===== src/rtl/glb_arb_pkg.sv =====
// Shared definitions for the GLB read-port arbiter and related NoC arbiters.
package glb_arb_pkg;

   // Arbiter FSM: IDLE picks an owner, GRANT streams that owner's beats.
   typedef enum logic {
      IDLE  = 1'b0,
      GRANT = 1'b1
   } arb_state_e;

   // Requester slot assignment on the shared GLB read port.
   localparam int REQ_IACT = 0;
   localparam int REQ_WGHT = 1;
   localparam int REQ_PSUM = 2;

   // Index width for n requesters; never narrower than one bit.
   function automatic int REQ_IDX_W(input int n);
      return (n <= 2) ? 1 : $clog2(n);
   endfunction

endpackage


===== src/rtl/glb_read_arbiter_rr_pick.sv =====
// Combinational round-robin picker: first set request at or above rr_ptr_i,
// wrapping at NUM_REQ-1 -> 0 (NUM_REQ need not be a power of two).
module rr_pick
   import glb_arb_pkg::*;
#(
   parameter  int NUM_REQ = 2,
   localparam int IDX_W   = REQ_IDX_W(NUM_REQ)
) (
   input  logic [NUM_REQ-1:0] req_i,
   input  logic [IDX_W-1:0]   rr_ptr_i,
   output logic               found_o,
   output logic [IDX_W-1:0]   idx_o
);

   // Scan NUM_REQ slots starting from the pointer; the first hit wins.
   always_comb begin
      automatic int j = 0;
      found_o = 1'b0;
      idx_o   = '0;
      for (int i = 0; i < NUM_REQ; i++) begin
         j = int'(rr_ptr_i) + i;
         if (j >= NUM_REQ) j = j - NUM_REQ;
         if (!found_o && req_i[j]) begin
            found_o = 1'b1;
            idx_o   = IDX_W'(j);
         end
      end
   end

endmodule


===== src/rtl/glb_read_arbiter.sv =====
// Shares the single GLB read port between router requesters with round-robin
// bounded bursts, and steers each returning word to the requester that issued it.
module glb_read_arbiter
   import glb_arb_pkg::*;
#(
   parameter int DATA_BITWIDTH     = 16,
   parameter int ADDR_BITWIDTH_GLB = 10,
   parameter int NUM_REQ           = 2,
   parameter int MAX_BURST         = 8,
   parameter int GLB_LATENCY       = 1
) (
   input  logic                                 clk,
   input  logic                                 reset,
   input  logic [NUM_REQ-1:0]                   req_i,
   input  logic [NUM_REQ*ADDR_BITWIDTH_GLB-1:0] addr_i,
   output logic [NUM_REQ-1:0]                   grant_o,
   output logic                                 glb_req_o,
   output logic [ADDR_BITWIDTH_GLB-1:0]         glb_addr_o,
   input  logic [DATA_BITWIDTH-1:0]             glb_data_i,
   output logic [DATA_BITWIDTH-1:0]             data_o,
   output logic [NUM_REQ-1:0]                   enable_o,
   output logic                                 busy_o
);

   localparam int IDX_W = REQ_IDX_W(NUM_REQ);
   localparam int CNT_W = $clog2(MAX_BURST + 1);

   arb_state_e                             state_q, state_d;
   logic [IDX_W-1:0]                       owner_q, owner_d;
   logic [IDX_W-1:0]                       rr_ptr_q, rr_ptr_d;
   logic [CNT_W-1:0]                       beat_cnt_q, beat_cnt_d;
   logic [GLB_LATENCY-1:0]                 vld_pipe_q, vld_pipe_d;
   logic [GLB_LATENCY-1:0][IDX_W-1:0]      own_pipe_q, own_pipe_d;

   logic                                   pick_found;
   logic [IDX_W-1:0]                       pick_idx;
   logic [NUM_REQ-1:0]                     own_vec;
   logic                                   own_req;
   logic [ADDR_BITWIDTH_GLB-1:0]           own_addr;
   logic [IDX_W-1:0]                       ptr_inc;
   logic [CNT_W-1:0]                       cnt_nxt;
   logic                                   others;

   rr_pick #(.NUM_REQ(NUM_REQ)) u_pick (
      .req_i    (req_i),
      .rr_ptr_i (rr_ptr_q),
      .found_o  (pick_found),
      .idx_o    (pick_idx)
   );

   // Select the current owner's request, address and one-hot grant.
   always_comb begin
      own_vec  = '0;
      own_req  = 1'b0;
      own_addr = '0;
      for (int k = 0; k < NUM_REQ; k++) begin
         if (owner_q == IDX_W'(k)) begin
            own_vec[k] = 1'b1;
            own_req    = req_i[k];
            own_addr   = addr_i[k*ADDR_BITWIDTH_GLB +: ADDR_BITWIDTH_GLB];
         end
      end
   end

   // FSM next state, burst counting, release and GLB strobe.
   always_comb begin
      state_d    = state_q;
      owner_d    = owner_q;
      rr_ptr_d   = rr_ptr_q;
      beat_cnt_d = beat_cnt_q;
      grant_o    = '0;
      glb_req_o  = 1'b0;
      glb_addr_o = '0;
      ptr_inc    = (owner_q == IDX_W'(NUM_REQ-1)) ? '0 : owner_q + 1'b1;
      cnt_nxt    = beat_cnt_q + 1'b1;
      others     = |(req_i & ~own_vec);
      case (state_q)
         IDLE: begin
            if (pick_found) begin
               owner_d    = pick_idx;
               beat_cnt_d = '0;
               state_d    = GRANT;
            end
         end
         GRANT: begin
            grant_o    = own_vec;
            glb_req_o  = own_req;
            glb_addr_o = own_addr;
            if (!own_req) begin
               // owner stopped asking: hand the port on
               state_d  = IDLE;
               rr_ptr_d = ptr_inc;
            end else if (cnt_nxt == CNT_W'(MAX_BURST)) begin
               // burst limit only forces release if someone else is waiting
               beat_cnt_d = '0;
               if (others) begin
                  state_d  = IDLE;
                  rr_ptr_d = ptr_inc;
               end
            end else begin
               beat_cnt_d = cnt_nxt;
            end
         end
         default: state_d = IDLE;
      endcase
   end

   // Return-path tag pipeline: one {valid, owner} entry per GLB latency cycle.
   always_comb begin
      vld_pipe_d    = vld_pipe_q;
      own_pipe_d    = own_pipe_q;
      vld_pipe_d[0] = glb_req_o;
      own_pipe_d[0] = owner_q;
      for (int i = 1; i < GLB_LATENCY; i++) begin
         vld_pipe_d[i] = vld_pipe_q[i-1];
         own_pipe_d[i] = own_pipe_q[i-1];
      end
   end

   // Route the returning word to the requester that issued it.
   always_comb begin
      enable_o = '0;
      for (int k = 0; k < NUM_REQ; k++)
         enable_o[k] = vld_pipe_q[GLB_LATENCY-1] & (own_pipe_q[GLB_LATENCY-1] == IDX_W'(k));
      data_o = (|enable_o) ? glb_data_i : '0;
      busy_o = (state_q == GRANT) | (|vld_pipe_q);
   end

   // State registers; reset drops any reads still in flight.
   always_ff @(posedge clk or negedge reset) begin
      if (!reset) begin
         state_q    <= IDLE;
         owner_q    <= '0;
         rr_ptr_q   <= '0;
         beat_cnt_q <= '0;
         vld_pipe_q <= '0;
         own_pipe_q <= '0;
      end else begin
         state_q    <= state_d;
         owner_q    <= owner_d;
         rr_ptr_q   <= rr_ptr_d;
         beat_cnt_q <= beat_cnt_d;
         vld_pipe_q <= vld_pipe_d;
         own_pipe_q <= own_pipe_d;
      end
   end

endmodule

===== config.mk =====
export PLATFORM = sky130hd
export DESIGN_NAME = glb_read_arbiter
export DESIGN_NICKNAME = d
export VERILOG_FILES = /design/src/rtl/glb_arb_pkg.sv /design/src/rtl/glb_read_arbiter_rr_pick.sv /design/src/rtl/glb_read_arbiter.sv
export SDC_FILE = /design/constraint.sdc
export NUM_CORES = 1
export LEC_CHECK = 0
export BUFFER_PORTS_ARGS = -buffer_cell sky130_fd_sc_hd__buf_2
export CAP_MARGIN = 5
export CORE_AREA = 2 2 49 51
export CTS_BUF_LIST = sky130_fd_sc_hd__clkbuf_4
export DETAILED_ROUTE_END_ITERATION = 10
export DIE_AREA = 0 0 51 53
export PLACE_DENSITY_LB_ADDON = 0.2
export SETUP_SLACK_MARGIN = 0.3
export SKIP_LAST_GASP = 1
export SLEW_MARGIN = 20
export SYNTH_ARGS = -nofsm -noshare
export SYNTH_HDL_FRONTEND = slang
export SYNTH_HIERARCHICAL = 1
export SYNTH_SLANG_ARGS = --single-unit

===== constraint.sdc =====
create_clock -name clk -period 1.9 [get_ports clk]
set_input_delay 0.38 -clock clk [delete_from_list [all_inputs] [get_ports clk]]
set_output_delay 0.38 -clock clk [all_outputs]
set_load 0.02 [all_outputs]

# After elaboration in Yosys (flattened, before gate mapping)
# Cells that the tools add are included.
# Widths: inputs -> output; s select.
[classes] muxes=33 reduce_logical=7 n_addsub=5 order_cmp=4 eq_ne=5 bitwise=7
[op_table] cell="$lt 32x3->1 const B" count=2
[op_table] cell="$mux 32" count=2
[op_table] cell="$ge 32x3->1 const B" count=1
[op_table] cell="$sub 32x3->32 const B" count=1
[op_table] cell="$mux 1" count=22
[op_table] cell="$mux 10" count=2
[op_table] cell="$mux 16" count=1
[op_table] cell="$mux 4" count=3
[op_table] cell="$pmux 4 s2" count=1
[op_table] cell="$ne 2x1->1 const B" count=3
[op_table] cell="$add 4x1->4 const B" count=1
[op_table] cell="$eq 4x4->1 const B" count=1
[op_table] cell="$reduce_and 2->1" count=2
[op_table] cell="$reduce_or 2->1" count=2
[op_table] cell="$reduce_and 3->1" count=1
[op_table] cell="$sub 1x2->3 const B" count=1
[op_table] cell="$add 1x1->2 const B" count=1
[op_table] cell="$and 1x1->1" count=2
[op_table] cell="$and 2x2->2" count=1
[op_table] cell="$ge 1x2->1 const B" count=1
[op_table] cell="$mux 2" count=1
[op_table] cell="$ne 2x2->1 const B" count=1
[op_table] cell="$not 1->1" count=2
[op_table] cell="$not 2->2" count=1
[op_table] cell="other kinds (5)" count=5
[word_totals] output_inout_bits=32 regBits=9 in_bits=40 wordCells=67

# Logic depth before layout (Yosys ltp)
[logic_depth] ltp_word=11 depth_mapped=5 depth_no_buf=5

# Hierarchy
# The synthesis kept the hierarchy.
[modules_own_cells] mod="glb_read_arbiter" seq_area_each_um2=225.2 area_each_um2=804.5 instances=1 cells_each=90
[modules_own_cells] mod="rr_pick" seq_area_each_um2=0.0 area_each_um2=17.5 instances=1 cells_each=3

# Worst setup path before layout
# OpenSTA, ideal clock, no wires.
[synth_timing] path_type="register to output" start="reg owner_q (netlist: own_pipe_d)" end="out glb_addr_o[0]" setup_slack_ns=0.374 required_ns=1.520 path_stages_with_launch=5 arrival_ns=1.146 path_buffers=2 path_cell_list="dfrtp_1 > buf_4 > buf_2 > mux2i_1 > nor2b_1"
[synth_via] elab_chain_cells=2
[synth_lines] item="start, declared" line="glb_read_arbiter.sv:29" rtl="logic [IDX_W-1:0] owner_q, owner_d;"
[synth_lines] item="start signal, assigned" line="glb_read_arbiter.sv:140" rtl="owner_q <= owner_d;"
[synth_lines] item="$mux 10" line="glb_read_arbiter.sv:57" rtl="if (owner_q == IDX_W'(k)) begin"
[synth_lines] item="$mux 10" line="glb_read_arbiter.sv:77" rtl="case (state_q)"
[synth_lines] item="end, declared" line="glb_read_arbiter.sv:18" rtl="output logic [ADDR_BITWIDTH_GLB-1:0] glb_addr_o,"
# No other way between the ends.

# Worst setup path after layout
[layout_timing] start="reg owner_q (netlist: own_pipe_d)" end="out glb_req_o"
[layout_via] elab_chain_cells=2
[layout_lines] item="$mux 1" line="glb_read_arbiter.sv:57"
[layout_lines] item="$mux 1" line="glb_read_arbiter.sv:77"
[layout_lines] item="end, declared" line="glb_read_arbiter.sv:17" rtl="output logic glb_req_o,"
# No other way between the ends.

==> flow_summary.toml <==
[outcome]
status = "completed"

[yosys]
synth_seq_area_share_pct = 27.4
ys_ff_latch = 9
ys_warn_count = 6
syn_inst = 93
synth.distinct_cells = 32
netlist_area_um2 = 822
syn_area_per_cell_um2 = 8.84
syn_nets = 135

[sta]
fin_crit_ns = 1.65
finalCritPeriodShare_pct = 86.7
rsz0062_at_grt = "true"
max_freq_ghz = 0.607
setup_violations = 0
drv_slew = 0
hold_violations = 0
tightest_slew_ns = 0.257
relSlewSlack_pct = 82.8
clock_skew_ns = 0.000621
tns_ns = 0

[detailed_routing]
drc = 0
avgViaCountPerCell = 4.80
avgRoutedWirePerCell_um = 12.1
drt-pass1-iter-count = 4
antenna_left = 0
drt-initial-drc-count = 8
vias = 985
routed_wl_mm = 2.49

[setup_path]
cp_data_required_time_ns = 1.52
critical_path_class = "flip-flop to primary output"
crit_path_top_delay_cell = "dfrtp_2"
critPathCaptureType = "primary output"
cp-start-kind = "flip-flop"
path_cells = "mux2_4 -> nand2_4 -> inv_2 -> buf_6"
slowest_delay_ns = 0.44
critPathMaxFanout = 5
crit_arrival_ns = 1.27
critPathLaunch = "own_pipe_d$_DFFE_PN0P_"
rr_startpoint = "beat_cnt_q[0]$_DFFE_PN0P_"

[min_path]
min_path_type = "primary input to flip-flop"
hold_start = "req_i[1]"

[cells_and_area]
multiInputGateArea_um2 = 599
nets = 220
final_common_cell = "buf_2"
antennaDiodeCount = 0
most-common-layout-cells = "buf_2, and2_1, buf_4"
stdcell_count = 205
drive_gt1_share_pct = 58.8
area_growth_pct = 73.5
regArea_um2 = 231
fillerInstances = 186

[floorplan]
die_area_um2 = 2700
die_width_um = 51
io-pin-count = 72
design.core.area_um2 = 2150
die_h_um = 53
rows = 17
start_util_pct = 38.3

[placed_design]
dp_hpwl_mm = 1.74
io_buffers = 71
dp.cells = 189
place.gp.congestion = 0.746

[run]
drv_cap = 0

[clock_tree]
cts_buffers = 3
cts_tree = "yes"
clk_root_buffer_cell = "clkbuf_4"
clk_pin_slew_ns = 0.06
clock_sinks = 9
cts_max_level = 1
clock_latency_ns = 0.25
clk_path_buf_depth = 2

[global_routing]
grt_max_degree = 20
grt_pass1_wl_mm = 3.45
grt_pass1_vias = 808
antenna_found_initial = 0
grt-ovfl-total = 0
grt_usage_pct = 16.6

[power_and_ir_drop]
p_leak_nw = 0.797
powerDensity_nw_per_um2 = 1390
peakVddDrop_v = 0.000852
-- power by group --
| part | internal, mW | total (mW) | switching [mW] |
|---|---|---|---|
| registers | 0.273 | 0.395 | 0.122 |
| clock network | 0.0948 | 0.155 | 0.0606 |
| logic | 0.719 | 1.43 | 0.711 |
| total | 1.09 | 1.98 | 0.893 |
-- flip-flops by register name, summed over array words and instances, names as in the netlist --
signal,count
state_q,1
rr_ptr_q,1
own_pipe_d,1
beat_cnt_q,4
vld_pipe_q,1
own_pipe_q,1
-- worst max-delay path: cells and delay by family (launching register included) --
family,cells,cell delay (ns)
buffers and inverters,2,0.16
DFF,1,0.44
muxes,1,0.33
and+or+nand+nor,1,0.08
-- through the flow --
step	power, mW	cell area [µm²]	utilization [%]	hold slack (ns)	setup slack, ns
after floorplan	1.14	822	-	0.0844	0.374
after global placement	1.44	1200	55.9	0.246	0.333
after detailed placement	1.46	1200	55.9	0.245	0.289
after CTS	1.84	1340	62.6	0.451	0.246
after global routing	2.12	1430	66.4	0.448	0.186
final	1.98	1430	66.4	0.455	0.253
-- cell type report --
class                      count  share of cell area (%)
multi-input combinational     77                    42.0
timing repair buffer          84                    36.4
inverter                       3                   0.789
sequential                     9                    16.2
clock buffer                   4                    2.11
tap                           28                    2.46
-- synth_stat cells --
| library cell | instances | area (µm²) |
|---|---|---|
| or2_1 | 1 | 6.26 |
| a21boi_2 | 1 | 11.3 |
| nor2b_1 | 13 | 81.3 |
| mux2_4 | 1 | 15.0 |
| a311o_1 | 1 | 10.0 |
| and3b_2 | 1 | 10.0 |
| nand2_2 | 1 | 6.26 |
| mux2i_1 | 11 | 110 |
| a32o_1 | 1 | 10.0 |
| nand3_1 | 5 | 25.0 |
| or2_2 | 1 | 6.26 |
| mux2_2 | 1 | 11.3 |
| o21ai_0 | 1 | 5.00 |
| inv_1 | 3 | 11.3 |
| buf_4 | 1 | 7.51 |
| a21boi_1 | 1 | 7.51 |
| a221o_1 | 1 | 10.0 |
| a2111oi_0 | 1 | 8.76 |
| a21oi_1 | 3 | 15.0 |
| a31o_2 | 1 | 8.76 |
| buf_2 | 1 | 5.00 |
| and4_1 | 1 | 8.76 |
| nand2_1 | 4 | 15.0 |
| o2111ai_2 | 1 | 15.0 |
| a21boi_0 | 1 | 7.51 |
| o31ai_1 | 1 | 7.51 |
| and2_1 | 18 | 113 |
| nand2b_1 | 2 | 12.5 |
| dfrtp_1 | 9 | 225 |
| nor2_1 | 1 | 3.75 |
| ha_1 | 2 | 25.0 |
| clkbuf_1 | 2 | 7.51 |
-- layer usage --
metal  wire length (µm)  vias up  part of all wire (%)  GRT usage, %
met5                  0        -                     0             0
met4                  0        0                     0          1.35
met3                217        0                   8.7          6.78
met2               1320       39                    53          29.7
met1                952      451                    38          19.2
li1                   -      495                     -             -
-- cells by family after synthesis --
| logic type | Yosys count | synth area share [%] |
|---|---|---|
| and+or+nand+nor | 48 | 35.0 |
| buffers and inverters | 7 | 3.81 |
| DFF | 9 | 27.4 |
| AOI/OAI and AO/OA | 14 | 14.2 |
| muxes | 13 | 16.6 |
| adders and majority gates | 2 | 3.04 |
-- worst paths after layout --
path	endpoint	slack, ns	depth (start not counted)
worst max-delay path	glb_req_o	0.25	4
worst min-delay path	rr_ptr_q$_DFFE_PN0P_	0.46	2
worst max register to register	rr_ptr_q$_DFFE_PN0P_	0.35	4
worst min register to register	own_pipe_q$_DFF_PN0_	0.47	0
max in group asynchronous	vld_pipe_q$_DFF_PN0_	1.19	2
min in group asynchronous	beat_cnt_q[3]$_DFFE_PN0P_	0.51	2
-- what timing repair did --
action / 4_1_cts / 5_1_grt
setup endpoints to repair: 15 / 15
hold buffers: 1 / 0
pin swaps: 0 / 1
gates resized for setup: 19 / 7
gates cloned: 0 / 0
hold endpoints to repair: 9 / 0
buffers inserted: 6 / 5
Power figures use the tool's default switching activity.
